File: src/rtl/bcd_bin_seq_pkg.sv
// Shared constants for the sequential BCD-to-binary converter:
// FSM encoding, largest legal BCD digit and the reverse double-dabble correction.
package bcd_bin_seq_pkg;

    typedef enum logic [1:0] {
        ST_IDLE  = 2'd0,
        ST_SHIFT = 2'd1,
        ST_DONE  = 2'd2
    } state_t;

    localparam logic [3:0] BCD_MAX    = 4'd9;
    localparam logic [3:0] SUB_THRESH = 4'd8;
    localparam logic [3:0] SUB_AMOUNT = 4'd3;

endpackage

File: src/rtl/bcd_bin_seq_sub3.sv
// Reverse double-dabble cell: after a right shift, a digit of 8 or more
// carried a half-ten from the digit above, so 3 is taken back off.
module bcd_bin_seq_sub3
    import bcd_bin_seq_pkg::*;
(
    input  logic [3:0] digit_i,
    output logic [3:0] digit_o
);

    assign digit_o = (digit_i >= SUB_THRESH) ? (digit_i - SUB_AMOUNT) : digit_i;

endmodule

File: src/rtl/bcd_bin_seq.sv
// Sequential BCD-to-binary converter with valid/ready on both sides.
// One working register {bcd, bin} is shifted right BIN_W times with per-digit correction.
module bcd_bin_seq
    import bcd_bin_seq_pkg::*;
#(
    parameter int N_DIGITS = 3,
    parameter int BIN_W    = 10,
    parameter int CNT_W    = 4
) (
    input  logic                  clk,
    input  logic                  rst_n,
    input  logic                  in_valid,
    output logic                  in_ready,
    input  logic [4*N_DIGITS-1:0] bcd_in,
    output logic                  out_valid,
    input  logic                  out_ready,
    output logic [BIN_W-1:0]      bin_out,
    output logic                  err
);

    localparam int BCD_W = 4 * N_DIGITS;
    localparam logic [CNT_W-1:0] CNT_LAST = CNT_W'(BIN_W - 1);

    state_t             state_q, state_d;
    logic [BCD_W-1:0]   bcd_q, bcd_d;
    logic [BIN_W-1:0]   bin_q, bin_d;
    logic [CNT_W-1:0]   cnt_q, cnt_d;
    logic [BIN_W-1:0]   bin_out_q, bin_out_d;
    logic               err_q, err_d;

    logic [BCD_W+BIN_W-1:0] shift_w;
    logic [BCD_W-1:0]       bcd_corr_w;
    logic [N_DIGITS-1:0]    digit_bad_w;
    logic                   any_bad_w;

    assign shift_w = {1'b0, bcd_q, bin_q[BIN_W-1:1]};

    generate
        for (genvar gi = 0; gi < N_DIGITS; gi++) begin : g_digit
            bcd_bin_seq_sub3 u_sub3 (
                .digit_i (shift_w[BIN_W + 4*gi +: 4]),
                .digit_o (bcd_corr_w[4*gi +: 4])
            );
            assign digit_bad_w[gi] = (bcd_in[4*gi +: 4] > BCD_MAX);
        end
    endgenerate

    assign any_bad_w = |digit_bad_w;

    always_comb begin
        state_d   = state_q;
        bcd_d     = bcd_q;
        bin_d     = bin_q;
        cnt_d     = cnt_q;
        bin_out_d = bin_out_q;
        err_d     = err_q;
        case (state_q)
            ST_IDLE: begin
                if (in_valid) begin
                    // Illegal digits short-circuit straight to a flagged zero result.
                    if (any_bad_w) begin
                        bin_out_d = '0;
                        err_d     = 1'b1;
                        state_d   = ST_DONE;
                    end else begin
                        bcd_d   = bcd_in;
                        bin_d   = '0;
                        cnt_d   = '0;
                        state_d = ST_SHIFT;
                    end
                end
            end
            ST_SHIFT: begin
                bcd_d = bcd_corr_w;
                bin_d = shift_w[BIN_W-1:0];
                cnt_d = cnt_q + 1'b1;
                if (cnt_q == CNT_LAST) begin
                    bin_out_d = shift_w[BIN_W-1:0];
                    err_d     = 1'b0;
                    state_d   = ST_DONE;
                end
            end
            ST_DONE: begin
                if (out_ready) begin
                    state_d = ST_IDLE;
                end
            end
            default: begin
                state_d = ST_IDLE;
            end
        endcase
    end

    always_ff @(posedge clk) begin
        if (!rst_n) begin
            state_q   <= ST_IDLE;
            bcd_q     <= '0;
            bin_q     <= '0;
            cnt_q     <= '0;
            bin_out_q <= '0;
            err_q     <= 1'b0;
        end else begin
            state_q   <= state_d;
            bcd_q     <= bcd_d;
            bin_q     <= bin_d;
            cnt_q     <= cnt_d;
            bin_out_q <= bin_out_d;
            err_q     <= err_d;
        end
    end

    assign in_ready  = (state_q == ST_IDLE);
    assign out_valid = (state_q == ST_DONE);
    assign bin_out   = bin_out_q;
    assign err       = err_q;

endmodule
File: config.mk
export PLATFORM = sky130hd
export DESIGN_NAME = bcd_bin_seq
export DESIGN_NICKNAME = d
export VERILOG_FILES = /design/src/rtl/bcd_bin_seq_pkg.sv /design/src/rtl/bcd_bin_seq_sub3.sv /design/src/rtl/bcd_bin_seq.sv
export SDC_FILE = /design/constraint.sdc
export NUM_CORES = 1
export LEC_CHECK = 0
export BUFFER_PORTS_ARGS = -buffer_cell sky130_fd_sc_hd__buf_2
export CORE_ASPECT_RATIO = 1.4
export CORE_MARGIN = 2
export CORE_UTILIZATION = 55
export CTS_CLUSTER_SIZE = 28
export DETAILED_ROUTE_END_ITERATION = 12
export HOLD_SLACK_MARGIN = 0.03
export PLACE_DENSITY_LB_ADDON = 0.3
export SYNTH_ARGS = -nofsm -noshare
export SYNTH_HDL_FRONTEND = slang
export SYNTH_SLANG_ARGS = --single-unit
File: constraint.sdc
create_clock -name clk -period 1.8 [get_ports clk]
set_input_delay 0.27 -clock clk [delete_from_list [all_inputs] [get_ports clk]]
set_output_delay 0.27 -clock clk [all_outputs]
set_load 0.1 [all_outputs]
After elaboration in Yosys (flattened, before gate mapping)
Index checks and enable logic that the tools add are counted.
{ "totals": {"regBits": 39, "in_bits": 16, "output_inout_bits": 13, "elab_cells": 55} }
{ "op_classes": {"add_sub_neg": 4, "n_lt_le_gt_ge": 6, "n_eq_ne": 8, "n_mux": 25, "n_reduce_logical": 6} }
{ "ops": {"columns": ["cell", "count"], "rows": [
  ["$mux 10", 5],
  ["$pmux 10 s2", 2],
  ["$mux 12", 2],
  ["$pmux 12 s2", 1],
  ["$mux 4", 5],
  ["$gt 4x4->1 const B", 3],
  ["$ge 4x4->1 const B", 2],
  ["$mux 2", 4],
  ["$pmux 4 s2", 1],
  ["$sub 4x2->4 const B", 2],
  ["$ne 2x2->1 const B", 3],
  ["$pmux 2 s3", 1],
  ["$reduce_and 3->1", 2],
  ["$add 4x1->4 const B", 1],
  ["$eq 4x4->1 const B", 1],
  ["$ge 3x4->1 const B", 1],
  ["$ne 2x1->1 const B", 2],
  ["$reduce_and 4->1", 1],
  ["$sub 3x2->4 const B", 1],
  ["$mux 1", 3],
  ["$reduce_or 3->1", 1],
  ["$eq 2x1->1 const B", 1],
  ["$eq 2x2->1 const B", 1],
  ["$logic_not 2->1", 1],
  ["2 further kinds", 2]
]} }

Depth between registers and ports, before layout
Gate-level depths: netlist of run 1.
{ "logic_depth": {"ltp_word": 5, "ltp_mapped": 7, "ltp_nobuf": 6} }

Cells and area by module
A second synthesis of run 1 with hierarchy kept.
{ "unflattened": {"cells_unflattened": 226, "area_unflattened_um2": 1983.2} }
{ "modules_own_cells": {"columns": ["mod", "n_inst", "cells_per_inst", "area_per_inst_um2"], "rows": [
  ["bcd_bin_seq", 1, 193, 1754.2],
  ["bcd_bin_seq_sub3", 3, 11, 76.3]
]} }

Least setup slack after synthesis of run 1
Ideal clock, no wire load.
{ "synth_timing": {"path_type": "register -> output", "startpoint": "register state_q[0]", "endpoint": "output port in_ready", "arrival_time_ps": 1673, "t_required_ps": 1530, "slack_ps": -143, "path_stages_with_launch": 3, "n_path_buf": 1, "cell_sequence": "dfxtp_1 buf_6 nor2_1"} }
{ "synth_between": {"elab_chain_cells": 1} }
{ "synth_lines": {"columns": ["element", "line_no", "rtl"], "rows": [
  ["from (decl)", "bcd_bin_seq.sv:24", "state_t state_q, state_d;"],
  ["from (signal assigned)", "bcd_bin_seq.sv:103", "state_q <= state_d;"],
  ["$logic_not 2->1", "bcd_bin_seq.sv:112", "assign in_ready = (state_q == ST_IDLE);"],
  ["to (decl)", "bcd_bin_seq.sv:13", "output logic in_ready,"]
]} }
Every way passes these cells.

Worst setup path after layout of run 1
{ "layout_timing": {"startpoint": "register state_q[0]", "endpoint": "output port out_valid"} }
{ "layout_between": {"elab_chain_cells": 1} }
{ "layout_lines": {"columns": ["element", "line_no", "rtl"], "rows": [
  ["$eq 2x2->1", "bcd_bin_seq.sv:113", "assign out_valid = (state_q == ST_DONE);"],
  ["to (decl)", "bcd_bin_seq.sv:15", "output logic out_valid,"]
]} }
Every way passes these cells.

==> key figures, run 1 <==
Outcome
  – Status: complete, no violations

Placement
  – Hpwl dp: 2720 um
  – RD Place Congestion: 0.782
  – Buffers on Ports: 28

Detailed routing
  – Routed len/inst: 15.1 um
  – Met3 wire length: 172 um
  – Met2 wire len: 2070 um
  – # DRC: 0
  – Iteration-0 DRC count of the detailed router: 29
  – Uppermost layer routed: met4
  – Total Routed Length: 3920 um
  – DR pass1 iterations: 4
  – Via count: 1,504
  – Final ANT Viol Nets: 0
  – Vias/cell: 5.78
  – M1 WL: 1630 um

Die
  – Die area: 3630 um^2
  – Die X: 51.5 um
  – Num ports: 29
  – Core Rows: 24
  – Area of the core: 3060 um^2
  – Starting Density: 56.7%
  – Die height: 70.5 um

Synth
  – Synth Cell Area: 1740 um^2
  – Post-synth EDFFs: 0
  – Yosys cell types: 39
  – Top FF cell, synth: dfxtp_1
  – YS warnings: 0
  – Avg Cell Area, Syn: 8.95 um^2
  – Yosys reg bits: 38
  – Post-Syn Nets: 216
  – Post-synthesis async set-or-reset flop share: 0%
  – Sequential area share after synthesis: 43.8%
  – Cells after Synth: 194

STA
  – Slew Viols, Final: 0
  – Unrepaired setup endpoints after global routing: no
  – Final setup fails: 0
  – Final Skew: 8.55 ps
  – Highest clock rate: 0.603 GHz
  – Final setup TNS: 0 ps
  – Actual slew at the worst max-slew pin: 587 ps
  – Max_slew headroom: 60.8%
  – Tcrit/Tclk final: 92.2%
  – Final hold vios: 0
  – Final min period: 1660 ps
  – Final hold slack: 256 ps

Run
  – Max Cap Viol: 0

Power
  – Leak: 0.737 nW
  – PD cells: 949 nW/um^2
  – Internal: 1.37 mW
  – Sequential Power Share: 47.7%
  – Comb pwr share: 14.8%
  – Peak supply drop: 0.000730 V
  – Switching part of the total: 26.7%
  – Power share of the clock group: 37.5%
  – Net switching power figure: 501 uW

Critical path
  – Crit path DAT: 1390 ps
  – Setup CP Type: reg -> out
  – CP max stage delay: 550 ps
  – Reg2Reg Setup Slack: 190 ps
  – Cell breakdown of the critical path: and2b_2 > buf_2
  – Critical R2R Launch: state_q[0]$_SDFFE_PN0P_
  – Critical path endpoint category: output pin
  – Worst Setup Start Kind: flip-flop
  – Required @ worst endpoint: 1530 ps
  – R2R Path End: bcd_q[7]$_SDFFE_PN0P_
  – Worst r2r path cells: 3
  – Worst setup path endpoint: out_valid
  – CP max FO: 9
  – Crit path launch: state_q[0]$_SDFFE_PN0P_
  – Slowest CP cell: dfxtp_1

Clock tree
  – CTS Buf Count: 5
  – Hold buffer count at CTS: 0
  – H-tree depth: 2
  – CTS Sinks: 38
  – # resized after CTS: 0
  – Bufs on Longest Clock Path: 2
  – CTS tree: yes
  – Skew-Pair Late Insertion Delay: 290 ps
  – Root buf cell: clkbuf_8
  – Clock transition at path regs: 70 ps
  – Post-CTS setup repair buffer count: 0

Layout
  – Multi-input combinational cell area: 868 um^2
  – Nets: 242
  – FILL cells: 287
  – Ant. Diodes: 0
  – Most frequent cells in the layout: nand2_1 (41), dfxtp_1 (38), buf_2 (28)
  – Layout cells sized above 1: 22.6%
  – Most common cell after layout, fill and taps aside: nand2_1
  – Register area: 761 um^2
  – Area growth, synth to finish: 13.8%

GRT
  – First-pass GRT wire length: 6760 um
  – Largest net degree at the start of global routing: 21
  – Initial antenna violation count: 0
  – Tot GR Track Use: 24.2%
  – Congestion Overflow GR: 0
  – Number of global-route vias before repair: 1,522

Min path
  – Hold Crit Class: in -> reg
## state kept, by name, indices dropped and copies added (netlist names)
signal and flops:
bin_q 9, err 1, bin_out 10, state_q 2, cnt_q 4, bcd_q 12
## worst max-delay path, delay by kind of cell, from the launching register on
| family | cells | cell delay [ps] |
|---|---|---|
| simple gates | 1 | 270 |
| buf+inv | 1 | 290 |
| flops | 1 | 550 |
## cell usage after synthesis (all sizes together), types with 3 or more instances
| cell type | number | share of area, % |
|---|---|---|
| inv | 6 | 1.3 |
| o21ai | 13 | 4.4 |
| xnor2 | 4 | 2.0 |
| o22ai | 20 | 7.2 |
| ha | 6 | 4.3 |
| o211ai | 9 | 3.9 |
| nor2 | 3 | 1.1 |
| a31oi | 3 | 1.9 |
| a31o | 3 | 1.5 |
| buf | 9 | 4.2 |
| and2b | 4 | 1.9 |
| nand2 | 41 | 8.9 |
| a311oi | 5 | 2.5 |
| a21oi | 7 | 2.0 |
| dfxtp | 38 | 44 |
| clkbuf | 4 | 0.86 |
## worst min-delay path by stage
stage,slack [ps],cells past startpoint,startpoint,to
6_report,260,3,bcd_in[11],bcd_q[11]$_SDFFE_PN0P_
5_1_grt,260,3,bcd_in[11],bcd_q[11]$_SDFFE_PN0P_
4_1_cts,250,3,bcd_in[11],bcd_q[11]$_SDFFE_PN0P_
3_5_place_dp,440,2,bin_out[6]$_SDFFE_PN0P_,bin_out[6]$_SDFFE_PN0P_
3_3_place_gp,440,2,bin_out[5]$_SDFFE_PN0P_,bin_out[5]$_SDFFE_PN0P_
2_1_floorplan,420,2,bcd_in[11],bcd_q[11]$_SDFFE_PN0P_
## logic make-up after synthesis
logic type      count (synthesis)  synth area share (%)
compound gates                 68                  27.4
buf+inv                        19                  6.34
fa+ha+maj                       6                  4.32
flops                          38                  43.8
xor+xnor                        4                  2.02
simple gates                   58                  15.6
mux                             1                 0.576
## power by group through the flow
stage / logic [mW] / clock network, mW / registers (mW)
after global placement: 0.268 / 0 / 0.912
after detailed placement: 0.274 / 0 / 0.914
after floorplan: 0.209 / 0 / 0.921
after global routing: 0.303 / 0.750 / 0.898
after CTS: 0.277 / 0.710 / 0.895
final: 0.277 / 0.704 / 0.895
## routing by layer
layer,global-route usage [%],up-vias
met2,42.5,31
li1,-,755
met4,8.19,0
met1,28.0,712
met3,5.77,6
met5,0,-
## cell type report
type,instances,share of cell area (%)
well taps,39,2.47
multi-input cells,137,43.9
inverters,6,1.14
flip-flops and latches,38,38.5
repair buffers,32,8.61
clock buffers,7,3.86
clock inverters,1,1.52
## metrics by stage
step | area [um^2] | std cells | util, % | worst slack [ps] | power (mW)
floorplan | 1740 | 194 | - | 334 | 1.13
global route | 1980 | 260 | 64.5 | 83.6 | 1.95
CTS | 1980 | 260 | 64.5 | 153 | 1.88
finish | 1980 | 260 | 64.5 | 140 | 1.88
detailed placement | 1870 | 252 | 61.1 | 209 | 1.19
global placement | 1870 | 252 | 61.1 | 246 | 1.18
Note: power is estimated with default switching activity, not from simulation.
==> inputs of run 2 (changes only) <==
BUFFER_PORTS_ARGS = default   (was -buffer_cell sky130_fd_sc_hd__buf_2)
DONT_BUFFER_PORTS = 1   (was default)
==> run 2 against run 1 <==
  * Via count decreased by 0.27%
  * Fmax decreased by 3.1%
  * Cell count decreased by 5.8%
  * Sequential share of layout area increased by 1.0 points
  * Clock power decreased by 15%
  * Non-clock buffer count decreased by 15
  * Die area unchanged
==> key figures, run 2 (synthesis results as in run 1) <==
GRT
  – Congestion Overflow GR: 0
  – Met1 Use GR: 26.2%
  – Largest net degree at the start of global routing: 39
  – Number of global-route vias before repair: 1,483
  – Met3 Use GR: 6.41%
  – Initial antenna violation count: 0
  – Met2 Use GR: 38.5%
  – Most Used Layer, Global Route: met2
  – Tot GR Track Use: 23.3%
  – First-pass GRT wire length: 6400 um

STA
  – Actual slew at the worst max-slew pin: 550 ps
  – Final hold vios: 0
  – Max_slew headroom: 63.1%
  – Final Skew: 6.33 ps
  – Tcrit/Tclk final: 95.2%
  – Unrepaired setup endpoints after global routing: no
  – Final hold slack: 109 ps
  – Highest clock rate: 0.584 GHz
  – Final setup TNS: 0 ps
  – Final setup fails: 0
  – Final min period: 1710 ps
  – Slew Viols, Final: 0

Critical path
  – Cell breakdown of the critical path: nand2b_1 > buf_4 > or2_1 > a22oi_1 > nor2_1
  – CP max stage delay: 550 ps
  – Setup CP Type: reg -> reg
  – CP max FO: 13
  – Slowest CP cell: dfxtp_1
  – Critical path endpoint category: flip-flop
  – Worst Setup Start Kind: flip-flop
  – Crit path DAT: 1890 ps
  – Required @ worst endpoint: 1980 ps

Placement
  – Buffers on Ports: 0
  – Hpwl dp: 2690 um
  – RD Place Congestion: 0.858
  – Placed inst area: 1830 um^2

Detailed routing
  – Final ANT Viol Nets: 0
  – Iteration-0 DRC count of the detailed router: 51
  – DR pass1 iterations: 4
  – Vias/cell: 6.12
  – Via count: 1,500
  – # DRC: 0
  – Total Routed Length: 3910 um
  – Routed len/inst: 16.0 um

Power
  – Peak supply drop: 0.000648 V
  – Leak: 0.674 nW
  – PD cells: 905 nW/um^2

Layout
  – FILL cells: 279
  – Most frequent cells in the layout: nand2_1 (41), dfxtp_1 (38), o22ai_1 (20)
  – Cell area after layout: 1930 um^2
  – Area growth, synth to finish: 10.9%
  – Max FFs per register: 12
  – Layout cells sized above 1: 18.0%
  – Final core occ: 62.9%
  – Nets: 227
  – Most common cell after layout, fill and taps aside: nand2_1
  – Ant. Diodes: 0
  – Largest reg by FF count: bcd_q

Clock tree
  – Clock transition at path regs: 70 ps
  – CTS tree: yes
  – CTS Buf Count: 5
  – Skew-Pair Late Insertion Delay: 290 ps
  – Bufs on Longest Clock Path: 2
  – H-tree depth: 2
  – CTS Sinks: 38
  – Root buf cell: clkbuf_8
  – Post-CTS setup repair buffer count: 0

Run
  – Max Cap Viol: 0

Die
  – Die height: 70.5 um
  – Core Rows: 24
  – Num ports: 29
  – Die X: 51.5 um
  – Starting Density: 56.7%
  – Die area: 3630 um^2
  – Area of the core: 3060 um^2

Outcome
  – Status: complete, no violations

Min path
  – Hold Crit Class: in -> reg
[run 2: changes by cell type in the layout (fill, tap and decap cells not counted), sizes merged]
| cell | change |
|---|---|
| buf | -15 |
| clkinv | +1 |
| bufinv | -1 |
[run 2: worst paths after layout]
path / start / to / slack, ps / cells after the start
hold / removal: rst_n / state_q[1]$_SDFFE_PN0P_ / 110 / 1
setup reg to reg: state_q[0]$_SDFFE_PN0P_ / err$_SDFFE_PN0P_ / 90 / 5
setup / recovery: state_q[0]$_SDFFE_PN0P_ / err$_SDFFE_PN0P_ / 90 / 5
hold reg to reg: bin_out[0]$_SDFFE_PN0P_ / bin_out[0]$_SDFFE_PN0P_ / 470 / 2
[run 2: timing repair]
| item | CTS | global route |
|---|---|---|
| hold endpoints to repair | 0 | 0 |
| hold buffers | 0 | 0 |
| endpoints found under the setup margin | 9 | 0 |
| resized for setup | 1 | 0 |
[run 2: routing by layer]
metal  part of all wire (%)  vias up  routed length, um
met5                      0        -                  0
met4                    2.3        0                 89
met3                    5.5        9                214
met2                     50       45               1960
met1                     42      719               1640
li1                       -      727                  -
[run 2: critical path: cells and delay by family, from the launching register on]
family	cells	cell delay [ps]
AND/OR/NAND/NOR	3	620
AO/OA/AOI/OAI	1	210
buffers and inverters	1	210
flip-flops	1	550
[run 2: stage by stage]
step | std cells | setup WS [ps] | power [mW]
6_report | 245 | 86.8 | 1.74
5_1_grt | 245 | 0.358 | 1.81
4_1_cts | 245 | 75.6 | 1.75
3_5_place_dp | 237 | 19.2 | 1.16
3_3_place_gp | 237 | 130 | 1.15
2_1_floorplan | 194 | 334 | 1.13
[run 2: cell type report]
| class | instances | area (um^2) | area share (%) |
|---|---|---|---|
| repair buffers | 17 | 128 | 6.63 |
| clock buffers | 7 | 86.3 | 4.48 |
| multi-input cells | 137 | 875 | 45.4 |
| clock inverters | 1 | 5.00 | 0.260 |
| well taps | 39 | 48.8 | 2.53 |
| inverters | 6 | 22.5 | 1.17 |
| flip-flops and latches | 38 | 761 | 39.5 |
[run 2: power breakdown]
group          switching [mW]  total [mW]  internal (mW)  leakage [nW]
Sequential             0.0268       0.894          0.867         0.308
Clock                   0.289       0.597          0.309        0.0482
Combinational           0.165       0.252         0.0868         0.318
